### src/rtl/vga_pkg.sv
// vga_pkg: shared definitions for the VGA timing generator and the image
// generator that feeds it.
//   - default 640x480@60 Hz timing constants (25 MHz pixel clock) and the
//     resulting line/frame totals
//   - PIX_INVALID, the coordinate value driven when no pixel is requested
//   - RGB565 colour constants
//   - in_range(), an inclusive window compare used by the timing decode
package vga_pkg;

  localparam logic [9:0] H_SYNC_DEF  = 10'd96;
  localparam logic [9:0] H_BACK_DEF  = 10'd48;
  localparam logic [9:0] H_VALID_DEF = 10'd640;
  localparam logic [9:0] H_FRONT_DEF = 10'd16;
  localparam logic [9:0] V_SYNC_DEF  = 10'd2;
  localparam logic [9:0] V_BACK_DEF  = 10'd33;
  localparam logic [9:0] V_VALID_DEF = 10'd480;
  localparam logic [9:0] V_FRONT_DEF = 10'd10;

  localparam logic [9:0] H_TOTAL = H_SYNC_DEF + H_BACK_DEF + H_VALID_DEF + H_FRONT_DEF; // 800
  localparam logic [9:0] V_TOTAL = V_SYNC_DEF + V_BACK_DEF + V_VALID_DEF + V_FRONT_DEF; // 525

  localparam logic [9:0] PIX_INVALID = 10'h3ff;

  localparam logic [15:0] RGB_BLACK = 16'h0000;
  localparam logic [15:0] RGB_WHITE = 16'hffff;
  localparam logic [15:0] RGB_RED   = 16'hf800;
  localparam logic [15:0] RGB_GREEN = 16'h07e0;
  localparam logic [15:0] RGB_BLUE  = 16'h001f;

  // Inclusive window test: lo <= val <= hi.
  function automatic logic in_range(input logic [9:0] val,
                                    input logic [9:0] lo,
                                    input logic [9:0] hi);
    return (val >= lo) && (val <= hi);
  endfunction

endpackage

### src/rtl/vga_scan_cnt.sv
// vga_scan_cnt: modulo-N up counter with enable and wrap flag.
// Ports:
//   clk  - clock
//   rst  - synchronous active-high reset, clears cnt to 0
//   en   - count enable
//   cnt  - current count, 0..N-1
//   wrap - high while en is set and cnt = N-1 (the count returns to 0 on
//          the next edge); usable as the enable of a cascaded counter
module vga_scan_cnt #(
  parameter int unsigned W = 10,
  parameter int unsigned N = 800
) (
  input  logic         clk,
  input  logic         rst,
  input  logic         en,
  output logic [W-1:0] cnt,
  output logic         wrap
);

  localparam logic [W-1:0] LAST = W'(N - 1);
  localparam logic [W-1:0] ONE  = W'(1);

  assign wrap = en && (cnt == LAST);

  always_ff @(posedge clk) begin
    if (rst) begin
      cnt <= '0;
    end else if (wrap) begin
      cnt <= '0;
    end else if (en) begin
      cnt <= cnt + ONE;
    end
  end

endmodule

### src/rtl/vga_ctrl.sv
// vga_ctrl: VGA timing generator (default 640x480@60 Hz, 25 MHz pixel clock).
// Owns the horizontal/vertical scan counters, decodes hsync/vsync, requests
// pixels one cycle ahead of the visible region and gates the returned pixel
// onto rgb during active video.
// Ports:
//   clk         - pixel clock
//   rst         - synchronous active-high reset; counters return to (0,0)
//   pix_data    - RGB565 pixel returned by the image generator
//   pix_x/pix_y - requested column/row, PIX_INVALID when no request
//   hsync/vsync - active-high sync pulses, decoded from the counters
//   rgb         - displayed pixel, black outside active video
//   frame_start - one-cycle pulse while the counters sit at (0,0) after a
//                 full frame (not after reset)
//   frame_cnt   - 8-bit frame counter, only with VGA_CTRL_FRAME_CNT_EN defined
//
// Pixel request protocol: there is no valid/ready pair. A request is "valid"
// whenever pix_x/pix_y differ from PIX_INVALID; the image generator must
// accept every request and return its pixel on pix_data exactly one cycle
// later (registered on its side). The timing generator never stalls.
module vga_ctrl
  import vga_pkg::*;
#(
  parameter logic [9:0] H_SYNC  = H_SYNC_DEF,
  parameter logic [9:0] H_BACK  = H_BACK_DEF,
  parameter logic [9:0] H_VALID = H_VALID_DEF,
  parameter logic [9:0] H_FRONT = H_FRONT_DEF,
  parameter logic [9:0] V_SYNC  = V_SYNC_DEF,
  parameter logic [9:0] V_BACK  = V_BACK_DEF,
  parameter logic [9:0] V_VALID = V_VALID_DEF,
  parameter logic [9:0] V_FRONT = V_FRONT_DEF
) (
  input  logic        clk,
  input  logic        rst,
  input  logic [15:0] pix_data,
  output logic [9:0]  pix_x,
  output logic [9:0]  pix_y,
  output logic        hsync,
  output logic        vsync,
  output logic [15:0] rgb,
  output logic        frame_start
`ifdef VGA_CTRL_FRAME_CNT_EN
  ,
  output logic [7:0]  frame_cnt
`endif
);

  localparam int unsigned LINE_LEN  = 32'(H_SYNC) + 32'(H_BACK) + 32'(H_VALID) + 32'(H_FRONT);
  localparam int unsigned FRAME_LEN = 32'(V_SYNC) + 32'(V_BACK) + 32'(V_VALID) + 32'(V_FRONT);

  // Active video window in counter coordinates.
  localparam logic [9:0] H_ACT_START = H_SYNC + H_BACK;
  localparam logic [9:0] H_ACT_END   = H_ACT_START + H_VALID - 10'd1;
  localparam logic [9:0] V_ACT_START = V_SYNC + V_BACK;
  localparam logic [9:0] V_ACT_END   = V_ACT_START + V_VALID - 10'd1;
  // Requests lead the visible window by one pixel to cover the generator's
  // one-cycle return latency.
  localparam logic [9:0] H_REQ_START = H_ACT_START - 10'd1;
  localparam logic [9:0] H_REQ_END   = H_ACT_END - 10'd1;

  logic [9:0] h_cnt;
  logic [9:0] v_cnt;
  logic       h_wrap;
  logic       v_wrap;
  logic       v_act;
  logic       rgb_valid;
  logic       pix_req;

  vga_scan_cnt #(.W(10), .N(LINE_LEN)) u_h_cnt (
    .clk  (clk),
    .rst  (rst),
    .en   (1'b1),
    .cnt  (h_cnt),
    .wrap (h_wrap)
  );

  // v_wrap already includes h_wrap (it is this counter's enable), so it
  // marks the last pixel of the frame.
  vga_scan_cnt #(.W(10), .N(FRAME_LEN)) u_v_cnt (
    .clk  (clk),
    .rst  (rst),
    .en   (h_wrap),
    .cnt  (v_cnt),
    .wrap (v_wrap)
  );

  // Syncs and windows decode straight from the registered counters, so they
  // move on the same edge as the counters with no extra pipeline delay.
  assign hsync     = (h_cnt < H_SYNC);
  assign vsync     = (v_cnt < V_SYNC);
  assign v_act     = in_range(v_cnt, V_ACT_START, V_ACT_END);
  assign rgb_valid = v_act && in_range(h_cnt, H_ACT_START, H_ACT_END);
  assign pix_req   = v_act && in_range(h_cnt, H_REQ_START, H_REQ_END);

  assign pix_x = pix_req ? (h_cnt - H_REQ_START) : PIX_INVALID;
  assign pix_y = pix_req ? (v_cnt - V_ACT_START) : PIX_INVALID;
  assign rgb   = rgb_valid ? pix_data : RGB_BLACK;

  // Registered from the last pixel of the frame, so it is high while the
  // counters are at (0,0). Reset leaves it low, hence no pulse for the
  // frame that starts at reset release.
  always_ff @(posedge clk) begin
    if (rst) begin
      frame_start <= 1'b0;
    end else begin
      frame_start <= v_wrap;
    end
  end

`ifdef VGA_CTRL_FRAME_CNT_EN
  always_ff @(posedge clk) begin
    if (rst) begin
      frame_cnt <= 8'd0;
    end else if (v_wrap) begin
      frame_cnt <= frame_cnt + 8'd1;
    end
  end
`endif

endmodule

### config.mk
export PLATFORM = sky130hd
export DESIGN_NAME = vga_ctrl
export DESIGN_NICKNAME = d
export VERILOG_FILES = /design/src/rtl/vga_pkg.sv /design/src/rtl/vga_scan_cnt.sv /design/src/rtl/vga_ctrl.sv
export SDC_FILE = /design/constraint.sdc
export NUM_CORES = 1
export LEC_CHECK = 0
export CAP_MARGIN = 20
export CELL_PAD_IN_SITES_DETAIL_PLACEMENT = 0
export CELL_PAD_IN_SITES_GLOBAL_PLACEMENT = 1
export CORE_ASPECT_RATIO = 0.7
export CORE_MARGIN = 3
export CORE_UTILIZATION = 25
export DETAILED_ROUTE_END_ITERATION = 8
export PLACE_DENSITY = 0.66
export SLEW_MARGIN = 20
export SYNTH_ARGS = -nofsm -noshare
export SYNTH_HDL_FRONTEND = slang
export SYNTH_HIERARCHICAL = 1
export SYNTH_SLANG_ARGS = --single-unit
### constraint.sdc
create_clock -name clk -period 2.5 [get_ports clk]
set_input_delay 0.25 -clock clk [delete_from_list [all_inputs] [get_ports clk]]
set_output_delay 0.25 -clock clk [all_outputs]
set_load 0.02 [all_outputs]
==> results of run 1 <==
flip-flops by register name, summed over array words and instances (netlist names):
signal       flops
u_h_cnt/cnt     10
u_v_cnt/cnt     10
frame_start      1
critical path, cell delays in order (launching register included):
cell             delay [ps]
dfxtp_1                 350
ha_1                    250
o41ai_2                 100
a21o_1                  230
a221oi_2                290
buf_4                   210
and2_1                  140
clkdlybuf4s15_1         300
kinds of logic after synthesis:
group           after synthesis  synth area share [%]
flops                        21                  25.5
mux                           3                  1.90
fa+ha+maj                     6                  4.56
simple gates                107                  35.8
buf+inv                      10                  4.10
compound gates               38                  17.8
xor+xnor                     19                  10.1
other cells                   1                 0.228
layout make-up:
type / count / area (µm²)
repair buffers: 87 / 721
fillers: 671 / 3830
inverters: 5 / 18.8
multi-input cells: 174 / 1170
well taps: 78 / 97.6
flip-flops and latches: 21 / 422
clock buffers: 4 / 45.0
metrics by stage:
| step | std cells | hold slack, ps |
|---|---|---|
| final | 369 | 586 |
| after global routing | 369 | 611 |
| after CTS | 368 | 589 |
| after detailed placement | 364 | 575 |
| after global placement | 364 | 570 |
| after floorplan | 205 | 322 |
power by group through the flow:
| stage | combinational [µW] | clock (µW) | sequential, µW |
|---|---|---|---|
| finish | 66.2 | 228 | 339 |
| floorplan | 20.9 | 0 | 352 |
| global placement | 65.9 | 0 | 347 |
| global route | 73.1 | 251 | 340 |
| CTS | 66.0 | 237 | 340 |
| detailed placement | 65.6 | 0 | 348 |
final timing paths:
kind,start,end,slack (ps),cells past startpoint
max,u_v_cnt/cnt[1]$_SDFFE_PP0P_,rgb[6],120,7
min,u_v_cnt/cnt[4]$_SDFFE_PP0P_,u_v_cnt/cnt[4]$_SDFFE_PP0P_,590,2
max reg2reg,u_h_cnt/cnt[9]$_SDFFE_PP0P_,u_v_cnt/cnt[8]$_SDFFE_PP0P_,270,6
min reg2reg,u_v_cnt/cnt[4]$_SDFFE_PP0P_,u_v_cnt/cnt[4]$_SDFFE_PP0P_,590,2
per-layer routing:
| metal | part of all wire [%] | GRT usage (%) | up-vias |
|---|---|---|---|
| li1 | - | - | 913 |
| met1 | 53 | 18.2 | 795 |
| met2 | 39 | 19.3 | 56 |
| met3 | 7.0 | 3.23 | 4 |
| met4 | 0.94 | 3.59 | 0 |
| met5 | 0 | 0 | - |
repair_timing:
action,CTS,global route
buffers inserted,0,1
resized for setup,37,39
endpoints found under the setup margin,36,33
pin swaps,1,2
layout by cell type (no fill, tap or decap), drive strengths merged, types with 2 or more instances in the layout:
cell type,Yosys,layout
buf,5,31
nand2,29,29
dfxtp,21,21
clkdlybuf4s50,0,20
nor2,17,17
and2,17,17
clkbuf,0,16
dlygate4sd2,0,13
xnor2,12,12
a21oi,11,11
clkdlybuf4s15,0,11
nand4,11,11
xor2,7,7
o31ai,7,7
ha,6,6
o21ai,6,6
inv,5,5
nand3,5,5
or4,5,5
nand2b,4,4
nor3,4,4
a21o,3,3
or3,3,3
a221oi,2,2
nor2b,2,2
and3,2,2
mux2i,2,2
nor4,2,2
and4,2,2
==> impl_metrics.env, run 1 <==
export IMPL_pwr_share_clk_pct=36.0
export IMPL_finalHoldViolations=0
export IMPL_ant_nets=0
export IMPL_combPwrFrac_pct=10.5
export IMPL_switching_share_pct=22.7
export IMPL_fin_worst_skew_ps=2.09
export IMPL_final_core_util_pct=39.3
export IMPL_maxSlewViolCount=0
export IMPL_syn_nets=229
export IMPL_hp_class="reg -> reg"
export IMPL_avgRoutedWirePerCell_um=13.6
export IMPL_fin_nets=316
export IMPL_rsz0062_at_grt="no"
export IMPL_synth_area_leaders="dfxtp_1 26%, nand2_1 6.6%, and2_1 6.5%, xnor2_1 6.4%, ha_1 4.6%"
export IMPL_drc_errors=0
export IMPL_ys_warn_count=6
export IMPL_power_switching_uw=144
export IMPL_antenna_found_initial=0
export IMPL_place_congestion=0.816
export IMPL_vias_per_cell=4.79
export IMPL_period_minus_slack_ps=2380
export IMPL_status="completed"
export IMPL_drtPass1Iterations=4
export IMPL_core_um2=6310
export IMPL_synth_cell_type_count=47
export IMPL_num_antenna_cells=0
export IMPL_path_class="reg -> out"
export IMPL_cts_tree="yes"
export IMPL_grt_util_all_layers_pct=12.8
export IMPL_cp_required_ps=2250
export IMPL_initial_core_util_pct=26.1
export IMPL_cts_made_buffers=3
export IMPL_synth_area_leader_cell="dfxtp_1"
export IMPL_async_reset_ff_share_pct=0
export IMPL_crit_arrival_ps=2130
export IMPL_area_growth_synth_to_final_pct=50.4
export IMPL_grt_first_pass_wirelength_mm=7.73
export IMPL_p_per_area_nw_per_um2=256
export IMPL_synth_cells=205
export IMPL_start_kind="register"
export IMPL_vdd_drop_max_v=0.000162
export IMPL_pwr_share_seq_pct=53.6
export IMPL_cp_max_fo=15
export IMPL_synth_most_common_cell="nand2_1"
export IMPL_wirelength_mm=5.00
export IMPL_port_buffers=56
export IMPL_final_cell_area_um2=2480
export IMPL_p_int_uw=490
export IMPL_p_total_uw=633
export IMPL_synth_top_cell_area_share_pct=25.5
export IMPL_end_kind="output pin"
export IMPL_synth_edff_count=0
export IMPL_clk_path_buf_depth=2
export IMPL_ctsHoldBuffers=0
export IMPL_yosysSeqAreaShare_pct=25.5
export IMPL_htree_levels=1
export IMPL_place_area_um2=2480
export IMPL_gr_total_overflow=0
export IMPL_syn_area_um2=1650
export IMPL_setup_tns_ps=0
export IMPL_die_area_um2=7620
export IMPL_clk_latency_ps=260
export IMPL_fmax_mhz=421
export IMPL_clk_pin_slew_ps=80
export IMPL_die_x_um=103
export IMPL_rows=24
export IMPL_drt_iter0_markers=108
export IMPL_synth_seq_cells=21
export IMPL_first_global_vias=1616
export IMPL_syn_avg_cell_area_um2=8.04
export IMPL_grt_max_degree=17
export IMPL_layout_drive_gt1_share_pct=21.0
export IMPL_cts_root_buf="clkbuf_8"
export IMPL_die_h_um=73.9
export IMPL_clock_sinks=21
export IMPL_synth_ff_type="dfxtp_1"
export IMPL_setup_viol=0
export IMPL_timing_final_crit_share_pct=95.0
export IMPL_dp_slack_ps=51.1
export IMPL_vias=1768
export IMPL_io_pins=57
export IMPL_setup_slack_ps=125
export IMPL_synth_top_cells_by_count="29 x nand2_1, 21 x dfxtp_1, 17 x and2_1, 17 x nor2_1, 12 x xnor2_1"
export IMPL_dp_hpwl_mm=3.87
export IMPL_maxCapViolations=0
export IMPL_p_leak_uw=0.000965
Note: power is estimated with default switching activity, not from simulation.
==> run 2, diff against run 1 <==
==> constraint.sdc (replaced) <==
create_clock -name clk -period 2.5 [get_ports clk]
set_input_delay 0.25 -clock clk [delete_from_list [all_inputs] [get_ports clk]]
set_output_delay 0.25 -clock clk [all_outputs]
set_load 0.01 [all_outputs]
==> run 2 against run 1 <==
Effect of this change: clock-buffer cell count decreased by 1; critical path type unchanged; critical endpoint unchanged; sequential cell count unchanged; core utilization increased by 3.8 points; routed wire length increased by 4.0%; sequential power about the same.
==> impl_metrics.env, run 2 (synthesis gave the netlist of run 1 again) <==
export IMPL_status="completed"
export IMPL_rows=24
export IMPL_p_leak_uw=0.00121
export IMPL_cts_root_buf="clkbuf_8"
export IMPL_pwr_share_clk_pct=36.8
export IMPL_drt_iter0_markers=106
export IMPL_vdd_drop_max_v=0.000208
export IMPL_gr_total_overflow=0
export IMPL_final_common_cell="buf_4"
export IMPL_timing_final_crit_share_pct=96.9
export IMPL_avgRoutedWirePerCell_um=13.3
export IMPL_setup_viol=0
export IMPL_drc_errors=0
export IMPL_placed_cells=372
export IMPL_power_switching_uw=153
export IMPL_drtPass1Iterations=4
export IMPL_clk_pin_slew_ps=80
export IMPL_grt_first_pass_wirelength_mm=8.16
export IMPL_final_cells=391
export IMPL_p_per_area_nw_per_um2=236
export IMPL_fmax_mhz=413
export IMPL_reg_top3="u_h_cnt/cnt: 10 flops, u_v_cnt/cnt: 10 flops, frame_start: 1 flops"
export IMPL_place_congestion=0.776
export IMPL_clock_sinks=21
export IMPL_hp_class="reg -> reg"
export IMPL_initial_core_util_pct=26.1
export IMPL_fin_nets=338
export IMPL_vias_per_cell=4.85
export IMPL_fin_worst_skew_ps=10.2
export IMPL_maxSlewViolCount=0
export IMPL_path_class="reg -> out"
export IMPL_cts_tree="yes"
export IMPL_end_kind="output pin"
export IMPL_ant_nets=0
export IMPL_first_global_vias=1706
export IMPL_port_buffers=56
export IMPL_io_pins=57
export IMPL_clk_latency_ps=270
export IMPL_finalHoldViolations=0
export IMPL_htree_levels=1
export IMPL_core_um2=6310
export IMPL_cp_max_fo=5
export IMPL_fillers=643
export IMPL_start_kind="register"
export IMPL_die_x_um=103
export IMPL_mostFrequentLayoutCells="48 x buf_4, 29 x nand2_1, 20 x clkdlybuf4s50_1"
export IMPL_maxCapViolations=0
export IMPL_combPwrFrac_pct=10.6
export IMPL_rsz0062_at_grt="yes"
export IMPL_vias=1898
export IMPL_layout_drive_gt1_share_pct=28.8
export IMPL_pwr_share_seq_pct=52.7
export IMPL_hold_depth=2
export IMPL_p_int_uw=489
export IMPL_crit_arrival_ps=2170
export IMPL_wirelength_mm=5.21
export IMPL_antenna_found_initial=0
export IMPL_die_area_um2=7620
export IMPL_grt_max_degree=14
export IMPL_cts_made_buffers=3
export IMPL_switching_share_pct=23.9
export IMPL_p_total_uw=642
export IMPL_r2r_cells=7
export IMPL_num_antenna_cells=0
export IMPL_period_minus_slack_ps=2420
export IMPL_dp_hpwl_mm=4.01
export IMPL_die_h_um=73.9
export IMPL_area_growth_synth_to_final_pct=64.8
export IMPL_grt_util_all_layers_pct=13.6
export IMPL_cp_required_ps=2250
export IMPL_clk_path_buf_depth=2
[run 2: changes by cell type in the layout (fill, tap and decap cells not counted), sizes merged]
cell,previous run,this run
dlymetal6s2s,0,1
buf,31,53
dlygate4sd2,13,8
clkbuf,16,18
clkinvlp,0,1
clkdlybuf4s15,11,12
[run 2: through the flow]
stage / hold WS (ps) / setup TNS [ps] / worst slack (ps) / utilization [%] / cell area, µm²
floorplan: 322 / 0 / 465 / - / 1650
global placement: 563 / -1.87 / -1.87 / 40.3 / 2540
detailed placement: 567 / -35.4 / -29.3 / 40.3 / 2540
CTS: 582 / -25.0 / -25.0 / 42.4 / 2680
global route: 622 / -66.8 / -17.1 / 43.1 / 2720
finish: 590 / 0 / 76.9 / 43.1 / 2720
[run 2: what timing repair did]
| item | 4_1_cts | 5_1_grt |
|---|---|---|
| hold endpoints to repair | 0 | 0 |
| hold buffers | 0 | 0 |
| cloned | 1 | 0 |
| setup buffers | 8 | 6 |
| setup endpoints to repair | 36 | 26 |
| gates resized for setup | 49 | 49 |
| pin swaps | 6 | 7 |
[run 2: cell type report]
cell class | instances | area [µm²] | share of cell area, %
Clock buffer | 3 | 41.3 | 1.52
Clock inverter | 1 | 7.51 | 0.276
Inverter | 5 | 18.8 | 0.691
Multi-Input combinational cell | 174 | 1230 | 45.3
Sequential cell | 21 | 425 | 15.7
Tap cell | 78 | 97.6 | 3.59
Timing Repair Buffer | 109 | 895 | 32.9
[run 2: final timing paths]
path	from	end	slack (ps)
worst max-delay path	u_v_cnt/cnt[4]$_SDFFE_PP0P_	rgb[6]	80
worst min-delay path	u_v_cnt/cnt[9]$_SDFFE_PP0P_	u_v_cnt/cnt[9]$_SDFFE_PP0P_	590
worst max register to register	u_h_cnt/cnt[5]$_SDFFE_PP0P_	u_v_cnt/cnt[8]$_SDFFE_PP0P_	230
worst min register to register	u_v_cnt/cnt[9]$_SDFFE_PP0P_	u_v_cnt/cnt[9]$_SDFFE_PP0P_	590
[run 2: per-layer routing]
layer	part of all wire (%)	vias to the layer above	global-route usage [%]
met1	49	862	19.8
li1	-	961	-
met4	1.0	0	4.02
met3	9.5	4	3.13
met2	41	71	20.0
met5	0	-	0
[run 2: power groups by stage]
stage | Combinational [µW] | Sequential (µW) | Clock [µW]
2_1_floorplan | 20.9 | 352 | 0
3_3_place_gp | 66.7 | 347 | 0
3_5_place_dp | 66.9 | 347 | 0
4_1_cts | 67.1 | 339 | 240
5_1_grt | 75.7 | 339 | 259
6_report | 68.0 | 338 | 236
[run 2: critical path, stage by stage (launching register included)]
cell and delay [ps]:
dfxtp_1 340, buf_4 150, o41ai_4 370, a21o_1 180
buf_4 120, a221oi_4 60, buf_4 160, buf_6 110
and2_1 140, dlygate4sd2_1 270
==> run 3, diff against run 2 <==
--- a/config.mk
+++ b/config.mk
@@ -5,7 +5,6 @@
 export SDC_FILE = /design/constraint.sdc
 export NUM_CORES = 1
 export LEC_CHECK = 0
-export CAP_MARGIN = 20
 export CELL_PAD_IN_SITES_DETAIL_PLACEMENT = 0
 export CELL_PAD_IN_SITES_GLOBAL_PLACEMENT = 1
 export CORE_ASPECT_RATIO = 0.7
==> results of run 3 <==
The final DEF is identical to that of run 2; final timing and power are the same.
==> patch, RTL diff (settings of run 2) <==
Remove the register `frame_start`: a continuous assignment takes its place, so the output `frame_start` follows one clock earlier. Comments in the files are not updated.
--- a/src/rtl/vga_ctrl.sv
+++ b/src/rtl/vga_ctrl.sv
@@ -99,11 +99,5 @@
   // counters are at (0,0). Reset leaves it low, hence no pulse for the
   // frame that starts at reset release.
-  always_ff @(posedge clk) begin
-    if (rst) begin
-      frame_start <= 1'b0;
-    end else begin
-      frame_start <= v_wrap;
-    end
-  end
+  assign frame_start = v_wrap;
 
 `ifdef VGA_CTRL_FRAME_CNT_EN
Formal check against the unedited RTL: same outputs for any inputs over 10 cycles, from zero or initial values and one cycle with rst high; that may be too few to reach the edited logic, so the function may still have changed.
==> patch against run 2 <==
Area after synthesis up 0.99%; cell area down 1.6%; worst setup slack worse by 0.035 ns; sequential cell count down 1; power down 0.67%; wire length up 3.0%; count of clock-buffer cells in the layout up 1; via count unchanged.
==> patch: results (changes against run 2) <==
| Metric | Value |
|---|---|
| Total global-route track usage | 13.73% (was 13.64%) |
| Met3 Resource Use GR | 2.689% (was 3.131%) |
| DP HPWL | 4076 um (was 4007 um) |
| Internal | 498.9 uW (was 488.9 uW) |
| Mapped Cells | 206 (was 205) |
| Sequential element share of the synthesized area | 24.06% (was 25.51%) |
| Adder-cell share of the synthesized area | 4.511% (was 4.556%) |
| GRT busiest layer | met1 (was met2) |
| Met1 usage | 21.28% (was 19.84%) |
| Fin Hold WS | 0.5539 ns (was 0.5898 ns) |
| Clock group power | 250 uW (was 236 uW) |
| RePlAce Congestion | 0.7890 (was 0.7760) |
| Top Family by Delay on Critical Path | simple AND/OR/NAND/NOR gates (was buffers and inverters) |
| Worst Min Path Start | u_h_cnt/cnt[7]$_SDFFE_PP0P_ (was u_v_cnt/cnt[9]$_SDFFE_PP0P_) |
| R2R Setup Slk | 0.33 ns (was 0.23 ns) |
| Flop pwr share | 50.6% (was 52.7%) |
| Slowest CP cell | or4_4 (was o41ai_4) |
| Crit Path Max Fanout | 13 (was 5) |
| Compound-Gate Fraction of Synth Area | 17.29% (was 17.84%) |
| Most frequent cells after synthesis | dfxtp_1 (20), and2_1 (19), nand3_1 (18) (was nand2_1 (29), dfxtp_1 (21), and2_1 (17), nor2_1 (17), xnor2_1 (12)) |
| Final Skew | 0.006754 ns (was 0.01015 ns) |
| Area share of the largest cell type after synthesis | 24.06% (was 25.51%) |
| Drt via density | 4.930 (was 4.854) |
| Synth Area in XOR/XNOR | 10.00% (was 10.10%) |
| Status | complete, no violations (unchanged) |
| Fill cells | 655 (was 643) |
| DRT Wirelength | 5360 um (was 5206 um) |
| Leakage | 1.201 nW (was 1.211 nW) |
| Crit. Startpoint | u_v_cnt/cnt[7]$_SDFFE_PP0P_ (was u_v_cnt/cnt[4]$_SDFFE_PP0P_) |
| DR iter-0 viols | 59 (was 106) |
| Nets@finish | 319 (was 338) |
[patch: final cells by class]
| type | count | area (sq um) | share of cell area [%] |
|---|---|---|---|
| tap | 91 | 113.9 | 4.258 |
| multi-input combinational | 173 | 1249 | 46.70 |
| inverter | 6 | 22.52 | 0.8423 |
| sequential | 20 | 410.4 | 15.35 |
| timing repair buffer | 91 | 823.3 | 30.79 |
| clock buffer | 4 | 55.05 | 2.059 |
[patch: stage by stage]
step	instance area, sq um	setup slack, ns	power [mW]
floorplan	1664	0.4960	0.3562
global placement	2490	0.1314	0.3951
detailed placement	2490	0.1001	0.3954
CTS	2603	0.0009055	0.6427
global route	2674	-0.05886	0.6623
finish	2674	0.04219	0.6381
[patch: repair_timing]
action                     4_1_cts  5_1_grt
gates resized for setup         38       19
setup endpoints to repair       37       19
buffers inserted                 5        1
hold buffers                     0        0
pin swaps                        2        3
cloned                           1        0
